File: config.mk
export PLATFORM = sky130hd
export DESIGN_NAME = uart_tx16_fifo
export DESIGN_NICKNAME = d
export VERILOG_FILES = /design/src/rtl/uart_tx16_fifo.sv
export SDC_FILE = /design/constraint.sdc
export NUM_CORES = 1
export LEC_CHECK = 0
export BUFFER_PORTS_ARGS = -buffer_cell sky130_fd_sc_hd__buf_2
export CAP_MARGIN = 20
export CORE_UTILIZATION = 40
export CTS_BUF_LIST = sky130_fd_sc_hd__clkbuf_4
export DETAILED_ROUTE_END_ITERATION = 8
export PLACE_DENSITY = 0.56
export SYNTH_ARGS = -nofsm -noshare
export SYNTH_HDL_FRONTEND = slang
export SYNTH_SLANG_ARGS = --single-unit
File: constraint.sdc
create_clock -name clk -period 5.4 [get_ports clk]
set_clock_uncertainty 0.2 [all_clocks]
set_input_delay 0.27 -clock clk [delete_from_list [all_inputs] [get_ports clk]]
set_output_delay 0.27 -clock clk [all_outputs]
set_load 0.1 [all_outputs]
File: src/rtl/uart_tx16_fifo.sv
// Buffered UART transmitter: a small byte FIFO feeding a serialiser timed from
// the 16x oversample tick (start, 5-8 data bits LSB first, optional parity, 1-2 stop).
module uart_tx16_fifo #(
    parameter int unsigned FIFO_DEPTH = 4,
    parameter int unsigned OS_RATE    = 16
) (
    input  logic                        clk,
    input  logic                        rst,
    input  logic                        tick_16x,
    input  logic [7:0]                  s_data,
    input  logic                        s_valid,
    output logic                        s_ready,
    input  logic [1:0]                  data_bits,
    input  logic                        parity_en,
    input  logic                        parity_odd,
    input  logic                        two_stop,
    output logic                        tx_out,
    output logic                        tx_busy,
    output logic [$clog2(FIFO_DEPTH):0] fifo_count
);
    localparam int unsigned PTR_W  = $clog2(FIFO_DEPTH);
    localparam int unsigned CNT_W  = PTR_W + 1;
    localparam int unsigned TICK_W = (OS_RATE > 1) ? $clog2(OS_RATE) : 1;
    localparam logic [TICK_W-1:0] TICK_LAST = TICK_W'(OS_RATE - 1);
    localparam logic [CNT_W-1:0]  FULL_CNT  = CNT_W'(FIFO_DEPTH);

    typedef enum logic [2:0] {
        IDLE,
        START,
        DATA,
        PARITY,
        STOP1,
        STOP2
    } state_t;

    state_t            state;
    logic [7:0]        mem [FIFO_DEPTH];
    logic [PTR_W-1:0]  wr_ptr;
    logic [PTR_W-1:0]  rd_ptr;
    logic [TICK_W-1:0] tick_cnt;
    logic [2:0]        bit_idx;
    logic [7:0]        data_q;
    logic [1:0]        dbits_q;
    logic              par_en_q;
    logic              two_stop_q;
    logic              par_bit;

    logic              push;
    logic              pop;
    logic              last_stop;
    logic [7:0]        head;
    logic [7:0]        width_mask;
    logic [2:0]        last_idx;
    logic [2:0]        next_idx;

    assign s_ready    = (fifo_count != FULL_CNT);
    assign push       = s_valid && s_ready;
    assign head       = mem[rd_ptr];
    assign last_stop  = (state == STOP2) || ((state == STOP1) && !two_stop_q);
    // Pop either from idle or on the very tick that ends the last stop bit.
    assign pop        = tick_16x && (fifo_count != '0) &&
                        ((state == IDLE) || (last_stop && (tick_cnt == TICK_LAST)));
    assign width_mask = 8'hFF >> (2'd3 - data_bits);
    assign last_idx   = 3'd4 + 3'(dbits_q);
    assign next_idx   = bit_idx + 3'd1;

    // FIFO storage; contents need no reset since the pointers define validity.
    always_ff @(posedge clk) begin
        if (push) begin
            mem[wr_ptr] <= s_data;
        end
    end

    // FIFO pointers/count, frame configuration latch and serialiser FSM.
    always_ff @(posedge clk or posedge rst) begin
        if (rst) begin
            state      <= IDLE;
            wr_ptr     <= '0;
            rd_ptr     <= '0;
            fifo_count <= '0;
            tick_cnt   <= '0;
            bit_idx    <= '0;
            data_q     <= '0;
            dbits_q    <= '0;
            par_en_q   <= 1'b0;
            two_stop_q <= 1'b0;
            par_bit    <= 1'b0;
            tx_out     <= 1'b1;
            tx_busy    <= 1'b0;
        end else begin
            if (push) begin
                wr_ptr <= wr_ptr + PTR_W'(1);
            end
            if (pop) begin
                rd_ptr <= rd_ptr + PTR_W'(1);
            end
            fifo_count <= fifo_count + CNT_W'(push) - CNT_W'(pop);

            if (pop) begin
                data_q     <= head;
                dbits_q    <= data_bits;
                par_en_q   <= parity_en;
                two_stop_q <= two_stop;
                par_bit    <= (^(head & width_mask)) ^ parity_odd;
                state      <= START;
                tick_cnt   <= '0;
                tx_out     <= 1'b0;
                tx_busy    <= 1'b1;
            end else if (tick_16x && (state != IDLE)) begin
                if (tick_cnt != TICK_LAST) begin
                    tick_cnt <= tick_cnt + TICK_W'(1);
                end else begin
                    tick_cnt <= '0;
                    case (state)
                        START: begin
                            state   <= DATA;
                            bit_idx <= '0;
                            tx_out  <= data_q[0];
                        end
                        DATA: begin
                            if (bit_idx == last_idx) begin
                                if (par_en_q) begin
                                    state  <= PARITY;
                                    tx_out <= par_bit;
                                end else begin
                                    state  <= STOP1;
                                    tx_out <= 1'b1;
                                end
                            end else begin
                                bit_idx <= next_idx;
                                tx_out  <= data_q[next_idx];
                            end
                        end
                        PARITY: begin
                            state  <= STOP1;
                            tx_out <= 1'b1;
                        end
                        STOP1: begin
                            tx_out <= 1'b1;
                            if (two_stop_q) begin
                                state <= STOP2;
                            end else begin
                                state   <= IDLE;
                                tx_busy <= 1'b0;
                            end
                        end
                        default: begin
                            state   <= IDLE;
                            tx_out  <= 1'b1;
                            tx_busy <= 1'b0;
                        end
                    endcase
                end
            end
        end
    end
endmodule

==> results of run 1 <==
sequential cells by signal, indices dropped and copies added (netlist names):
signal      cells
tick_cnt        4
par_en_q        1
data_q          8
fifo_count      3
rd_ptr          2
mem            32
par_bit         1
state           3
tx_busy         1
wr_ptr          2
two_stop_q      1
tx_out          1
bit_idx         3
dbits_q         2
power groups by stage:
stage          Combinational, mW  Sequential, mW  Clock (mW)
2_1_floorplan              0.237           0.751           0
3_3_place_gp               0.396           0.680           0
3_5_place_dp               0.401           0.684           0
4_1_cts                    0.408           0.674       0.396
5_1_grt                    0.440           0.686       0.412
6_report                   0.399           0.672       0.382
stage by stage:
step,cell area [sq um],instances,hold WS (ns),util,setup WS (ns)
final,3430,372,0.0688,0.494,2.19
after CTS,3420,371,0.0474,0.493,1.55
after detailed placement,3120,342,0.189,0.449,1.59
after global routing,3430,372,0.0669,0.494,1.87
after global placement,3120,342,0.184,0.449,1.74
after floorplan,2920,231,0.169,-,1.56
layout by cell type, fill, tap and decap left out, types with 3 or more instances in the layout:
master,n
inv_1,12
xnor2_1,17
clkbuf_4,9
mux4_2,7
nand2_1,48
mux4_1,3
dlygate4sd3_1,13
dfrtp_1,31
a21oi_1,4
clkinv_4,3
nor2_1,12
ha_1,8
and3_1,4
buf_2,22
o21ai_0,14
mux2_2,3
nand3_1,4
nand2b_1,3
edfxtp_1,32
worst max-delay path: cells and delay by family (launching register included):
kind | cells | cell delay, ns
AO/OA/AOI/OAI | 2 | 0.41
XOR/XNOR | 2 | 0.27
adder cells (fa/ha/maj) | 4 | 1.04
buffers and inverters | 3 | 0.62
flip-flops | 1 | 0.40
AND/OR/NAND/NOR | 1 | 0.16
synthesized netlist by cell type, types with 2 or more instances:
master	number	area, sq um
edfxtp_1	32	961
nand3_1	4	20.0
o21ai_0	14	70.1
mux2_2	3	33.8
clkbuf_1	4	15.0
mux4_1	3	78.8
mux4_2	7	158
nand2b_1	3	18.8
a21oi_1	4	20.0
o31a_1	2	17.5
xnor2_1	17	149
and3_1	4	25.0
buf_2	3	15.0
inv_1	12	45.0
ha_1	8	100
nor2_1	12	45.0
o31ai_1	2	15.0
o21ai_1	2	10.0
nand2_1	48	180
dfrtp_1	31	776
metal layers:
| layer | up-vias | global-route usage | wire, um |
|---|---|---|---|
| li1 | 892 | - | - |
| met1 | 845 | 0.186 | 2310 |
| met2 | 44 | 0.259 | 2560 |
| met3 | 12 | 0.0607 | 252 |
| met4 | 0 | 0.0626 | 123 |
| met5 | - | 0 | 0 |
worst max-delay path by stage:
stage	slack, ns	to	start	cells after the start
2_1_floorplan	1.56	fifo_count[2]$_DFF_PP0_	fifo_count[2]$_DFF_PP0_	10
3_3_place_gp	1.74	fifo_count[2]$_DFF_PP0_	fifo_count[1]$_DFF_PP0_	9
3_5_place_dp	1.59	fifo_count[2]$_DFF_PP0_	fifo_count[1]$_DFF_PP0_	9
4_1_cts	1.55	fifo_count[2]$_DFF_PP0_	fifo_count[1]$_DFF_PP0_	9
5_1_grt	1.87	fifo_count[2]$_DFF_PP0_	tick_cnt[0]$_DFFE_PP0P_	12
6_report	2.19	fifo_count[2]$_DFF_PP0_	tick_cnt[0]$_DFFE_PP0P_	12
kinds of logic after synthesis:
group / Yosys count / share of synthesized area
AND/OR/NAND/NOR: 78 / 0.116
flip-flops: 64 / 0.603
AO/OA/AOI/OAI: 29 / 0.0629
buffers and inverters: 20 / 0.0295
XOR/XNOR: 17 / 0.0509
multiplexers: 14 / 0.0959
adder cells (fa/ha/maj): 9 / 0.0411
final cells by class:
type | instances | area share
clock buffers | 9 | 0.0197
clock inverters | 7 | 0.0303
inverters | 12 | 0.0131
multi-input cells | 147 | 0.313
flip-flops and latches | 64 | 0.514
well taps | 96 | 0.0350
repair buffers | 37 | 0.0745
==> reports/metrics.yaml, run 1 <==
clock_network:
  cts_tree: "built"
  clk_pin_slew_ns: 0.11
  clk_latency_ns: 0.41
  clock-sinks: 64
  ctsHoldBuffers: 13
  post_cts_buffers: 0
  cts-htree-levels: 3
  root_buffer: "clkbuf_4"
  numCtsBuffers: 9
  cts.path.max_buffers: 2
  cts_resized: 0
floorplan:
  die_height_um: 87.5
  coreArea_sq_um: 6940
  num_io_pins: 23
  row_count: 30
  die_w_um: 87.5
  dieArea_sq_um: 7650
  initial_utilization: 0.421
worst_setup_path:
  reg2reg_to: "fifo_count[2]$_DFF_PP0_"
  reg2reg_depth: 12
  cpMaxStageDelayCell: "inv_1"
  max_stage_delay_ns: 0.52
  critPathArrivalTime_ns: 3.30
  cp-start-kind: "flop"
  critPathMaxFanout: 21
  endpoint_kind: "flop"
  path_cells: "ha_1 > nand3_1 > o21ai_0 > o311ai_2 > inv_1 > ha_1 > inv_1 > ha_1 > inv_1 > fa_1 > xnor2_1 > xnor2_1"
  crit_required_ns: 5.49
  reg2reg_slack_ns: 2.19
  critical_path_class: "reg -> reg"
  r2r_start: "tick_cnt[0]$_DFFE_PP0P_"
worst_hold_path:
  holdPathEnd: "wr_ptr[0]$_DFFE_PP0P_"
  min_path_type: "in -> reg"
  hold_depth: 3
  hold_start: "s_valid"
pwr:
  power_frac_clock: 0.263
  switching_power_mw: 0.510
  p_per_area_nw_per_um2: 424
  peakVddDrop_v: 0.000259
  total_power_mw: 1.45
  seqPwrFrac: 0.463
  p_int_mw: 0.944
  p_comb_frac: 0.274
  p_leak_nw: 1.45
  swShare: 0.351
drt:
  wire_per_inst_um: 14.1
  ant_nets: 0
  viasPerCell: 4.82
  drcViolationCount: 0
  wirelength_um: 5250
  dr.pass1.iters: 4
  vias: 1793
  drtIter0Drc: 98
place:
  io_buffers: 22
  place_hpwl_um: 3520
  gp_congestion: 0.777
timing:
  timing.setup.tns_ns: 0
  rsz0062_at_grt: "no"
  hold_viol: 0
  fin_crit_sh: 0.594
  slew_violations: 0
  tightest_slew_ns: 0.763
  max-slew-margin-rel: 0.487
  max_freq_mhz: 312
  final-setup-viol-count: 0
  layout_min_cycle_time_ns: 3.21
yosys:
  ys.flop_type: "edfxtp_1"
  ys_ff_latch: 64
  synth_fp_nets: 257
  ys_types: 36
  syn-cell-area_sq_um: 2920
  avgSynthCellArea_sq_um: 12.7
  synth_warnings: 0
  synthCells: 231
  ys_async_sr_fraction: 0.500
  yosysSeqAreaShare: 0.603
  synth_edf_count: 32
global_route:
  grt_pass1_vias: 1823
  grt_use_total: 0.158
  grt_max_degree: 33
  antenna_found_initial: 0
  grt.overflow.total: 0
  grt_pass1_wl_um: 8760
status:
  outcome: "complete, no violations"
layout:
  n_antenna_cell: 0
  seq_area_sq_um: 1760
  n_fill_cell: 632
  area_growth_pct: 17.3
  fin_nets: 297
  drive_gt1_frac: 0.196
  multi_input_area_sq_um: 1070
job:
  cap_violations: 0
(Power assumes the default switching activity.)
==> run 2: changes to the inputs <==
- clock period: 5.4 -> 3.07 ns (I/O delays scaled with it)
==> run 2 against run 1 <==
Effect of this change: total power is 76% higher; first-iteration DRC count is 14% higher; combinational power is 77% higher; count of clock-buffer cells in the layout stayed put; wire length is 1.5% lower; via count is 0.61% lower; cell count is 1.1% higher; sequential cell count stayed put; cell area is 1.3% higher; largest cell class unchanged; largest power group unchanged.
==> reports/metrics.yaml, run 2 (synthesis results as in run 1) <==
layout:
  layout_commonest_cell: "nand2_1"
  fin_nets: 301  # +1.3%
  final_cell_mix: "nand2_1 (47), edfxtp_1 (32), dfrtp_1 (28)"
  top_regs: "mem (32), data_q (8), tick_cnt (4)"
  top_register: "mem"
  n_fill_cell: 630  # -0.32%
  drive_gt1_frac: 0.214  # +0.0186
  area_growth_pct: 18.8
  largest_reg_flops: 32  # unchanged
  n_antenna_cell: 0  # unchanged
  layoutNonFillerInstCount: 376  # +1.1%
timing:
  tightest_slew_ns: 0.626  # -0.138 ns
  max-slew-margin-rel: 0.582  # +0.0956
  slew_violations: 0  # unchanged
  max_freq_mhz: 374  # +20%
  timing.setup.tns_ns: 0  # unchanged
  final-setup-viol-count: 0  # unchanged
  layout_min_cycle_time_ns: 2.67  # -0.534 ns
  rsz0062_at_grt: "no"
  fin_crit_sh: 0.871  # +0.277
  hold_viol: 0  # unchanged
  fin_ws_ns: 0.397  # -1.80 ns
clock_network:
  root_buffer: "clkbuf_4"
  post_cts_buffers: 0  # unchanged
  clk_latency_ns: 0.40  # about the same
  cts_tree: "built"
  numCtsBuffers: 9  # unchanged
  clk_pin_slew_ns: 0.12  # about the same
  ctsHoldBuffers: 15  # +2
  clock-sinks: 64  # unchanged
  cts-htree-levels: 3  # unchanged
  cts_resized: 0  # unchanged
  cts.path.max_buffers: 2  # unchanged
global_route:
  grt_pass1_vias: 1821  # -0.11%
  antenna_found_initial: 0  # unchanged
  grt_pass1_wl_um: 8850  # +1.0%
  grt_use_total: 0.159  # +0.00159
  grt_max_degree: 21  # -36%
  grt.overflow.total: 0  # unchanged
floorplan:
  die_w_um: 87.5  # unchanged
  row_count: 30  # unchanged
  initial_utilization: 0.421  # unchanged
  num_io_pins: 23  # unchanged
  die_height_um: 87.5  # unchanged
  dieArea_sq_um: 7650  # unchanged
  coreArea_sq_um: 6940  # unchanged
pwr:
  p_per_area_nw_per_um2: 737  # +74%
  p_leak_nw: 1.47  # +1.3%
  peakVddDrop_v: 0.000372  # +44%
drt:
  vias: 1782  # -0.61%
  viasPerCell: 4.74  # -1.7%
  wire_per_inst_um: 13.7  # -2.6%
  drcViolationCount: 0  # unchanged
  dr.pass1.iters: 4  # unchanged
  drtIter0Drc: 112  # +14%
  ant_nets: 0  # unchanged
  wirelength_um: 5170  # -1.5%
worst_setup_path:
  max_stage_delay_ns: 0.40  # -0.12 ns
  critical_path_class: "reg -> reg"
  cpMaxStageDelayCell: "dfrtp_1"
  critPathMaxFanout: 5  # -76%
  path_cells: "ha_1 > nand3_1 > o21ai_0 > o311ai_2 > inv_1 > ha_1 > inv_1 > ha_1 > inv_1 > fa_1 > xnor2_1 > xnor2_1"
  critPathArrivalTime_ns: 2.80  # -0.50 ns
  crit_required_ns: 3.19  # -2.30 ns
  endpoint_kind: "flop"
  cp-start-kind: "flop"
status:
  outcome: "complete, no violations"
place:
  io_buffers: 22  # unchanged
  gp_congestion: 0.742  # -4.4%
  post-place-cells: 345  # +0.88%
  post-place-ws_ns: 0.412  # -1.18 ns
  place_hpwl_um: 3550  # +0.85%
worst_hold_path:
  min_path_type: "in -> async"
job:
  cap_violations: 0  # unchanged
## run 2: changes by cell type in the layout (fill, tap and decap cells not counted)
cell,delta
buf_4,+2
dlygate4sd3_1,+2
dfrtp_1,-3
nand2_4,+1
inv_6,+1
clkinvlp_4,+1
nand2_1,-1
clkinv_4,-2
dfrtp_2,+3
## run 2: power breakdown
part | total (mW) | switching, mW | internal (mW)
clock | 0.668 | 0.328 | 0.340
sequential | 1.19 | 0.108 | 1.08
combinational | 0.708 | 0.454 | 0.254
## run 2: per-stage QoR
stage,power [mW],area (sq um),hold slack [ns],util
2_1_floorplan,1.75,2930,0.0524,-
3_3_place_gp,1.91,3150,0.0573,0.454
3_5_place_dp,1.91,3150,0.0747,0.454
4_1_cts,2.60,3470,0.168,0.500
5_1_grt,2.73,3470,0.229,0.500
6_report,2.56,3470,0.165,0.500
## run 2: cell type report
| type | count | area, sq um | share of cell area |
|---|---|---|---|
| clock buffers | 9 | 67.6 | 0.0195 |
| multi-input cells | 147 | 1080 | 0.311 |
| repair buffers | 41 | 290 | 0.0836 |
| flip-flops and latches | 64 | 1770 | 0.509 |
| inverters | 12 | 45.0 | 0.0130 |
| well taps | 96 | 120 | 0.0346 |
| clock inverters | 7 | 103 | 0.0295 |
## run 2: worst max-delay path: cells and delay by family, from the launching register on
kind	cells	cell delay, ns
xor gates and xnor gates	2	0.31
adders and majority gates	4	0.90
and+or+nand+nor	1	0.16
AOI/OAI and AO/OA	2	0.42
DFF	1	0.40
buffers and inverters	3	0.21
## run 2: final timing paths
| check | startpoint | endpoint | slack (ns) | cells after the start |
|---|---|---|---|---|
| max | tick_cnt[0]$_DFFE_PP0P_ | fifo_count[2]$_DFF_PP0_ | 0.40 | 12 |
| min | rst | two_stop_q$_DFFE_PP0P_ | 0.16 | 3 |
| max reg2reg | tick_cnt[0]$_DFFE_PP0P_ | fifo_count[2]$_DFF_PP0_ | 0.40 | 12 |
| min reg2reg | data_q[4]$_DFFE_PP0P_ | data_q[4]$_DFFE_PP0P_ | 0.29 | 2 |
| max in group asynchronous | rst | par_bit$_DFFE_PP0P_ | 1.83 | 4 |
| min in group clk | parity_odd | par_bit$_DFFE_PP0P_ | 0.23 | 6 |
## run 2: metal layers
layer,vias up,routed length (um),part of all wire,global-route usage
li1,902,-,-,-
met1,852,2600,0.50,0.216
met2,24,2410,0.47,0.246
met3,4,101,0.020,0.0284
met4,0,53,0.010,0.0805
met5,-,0,0,0
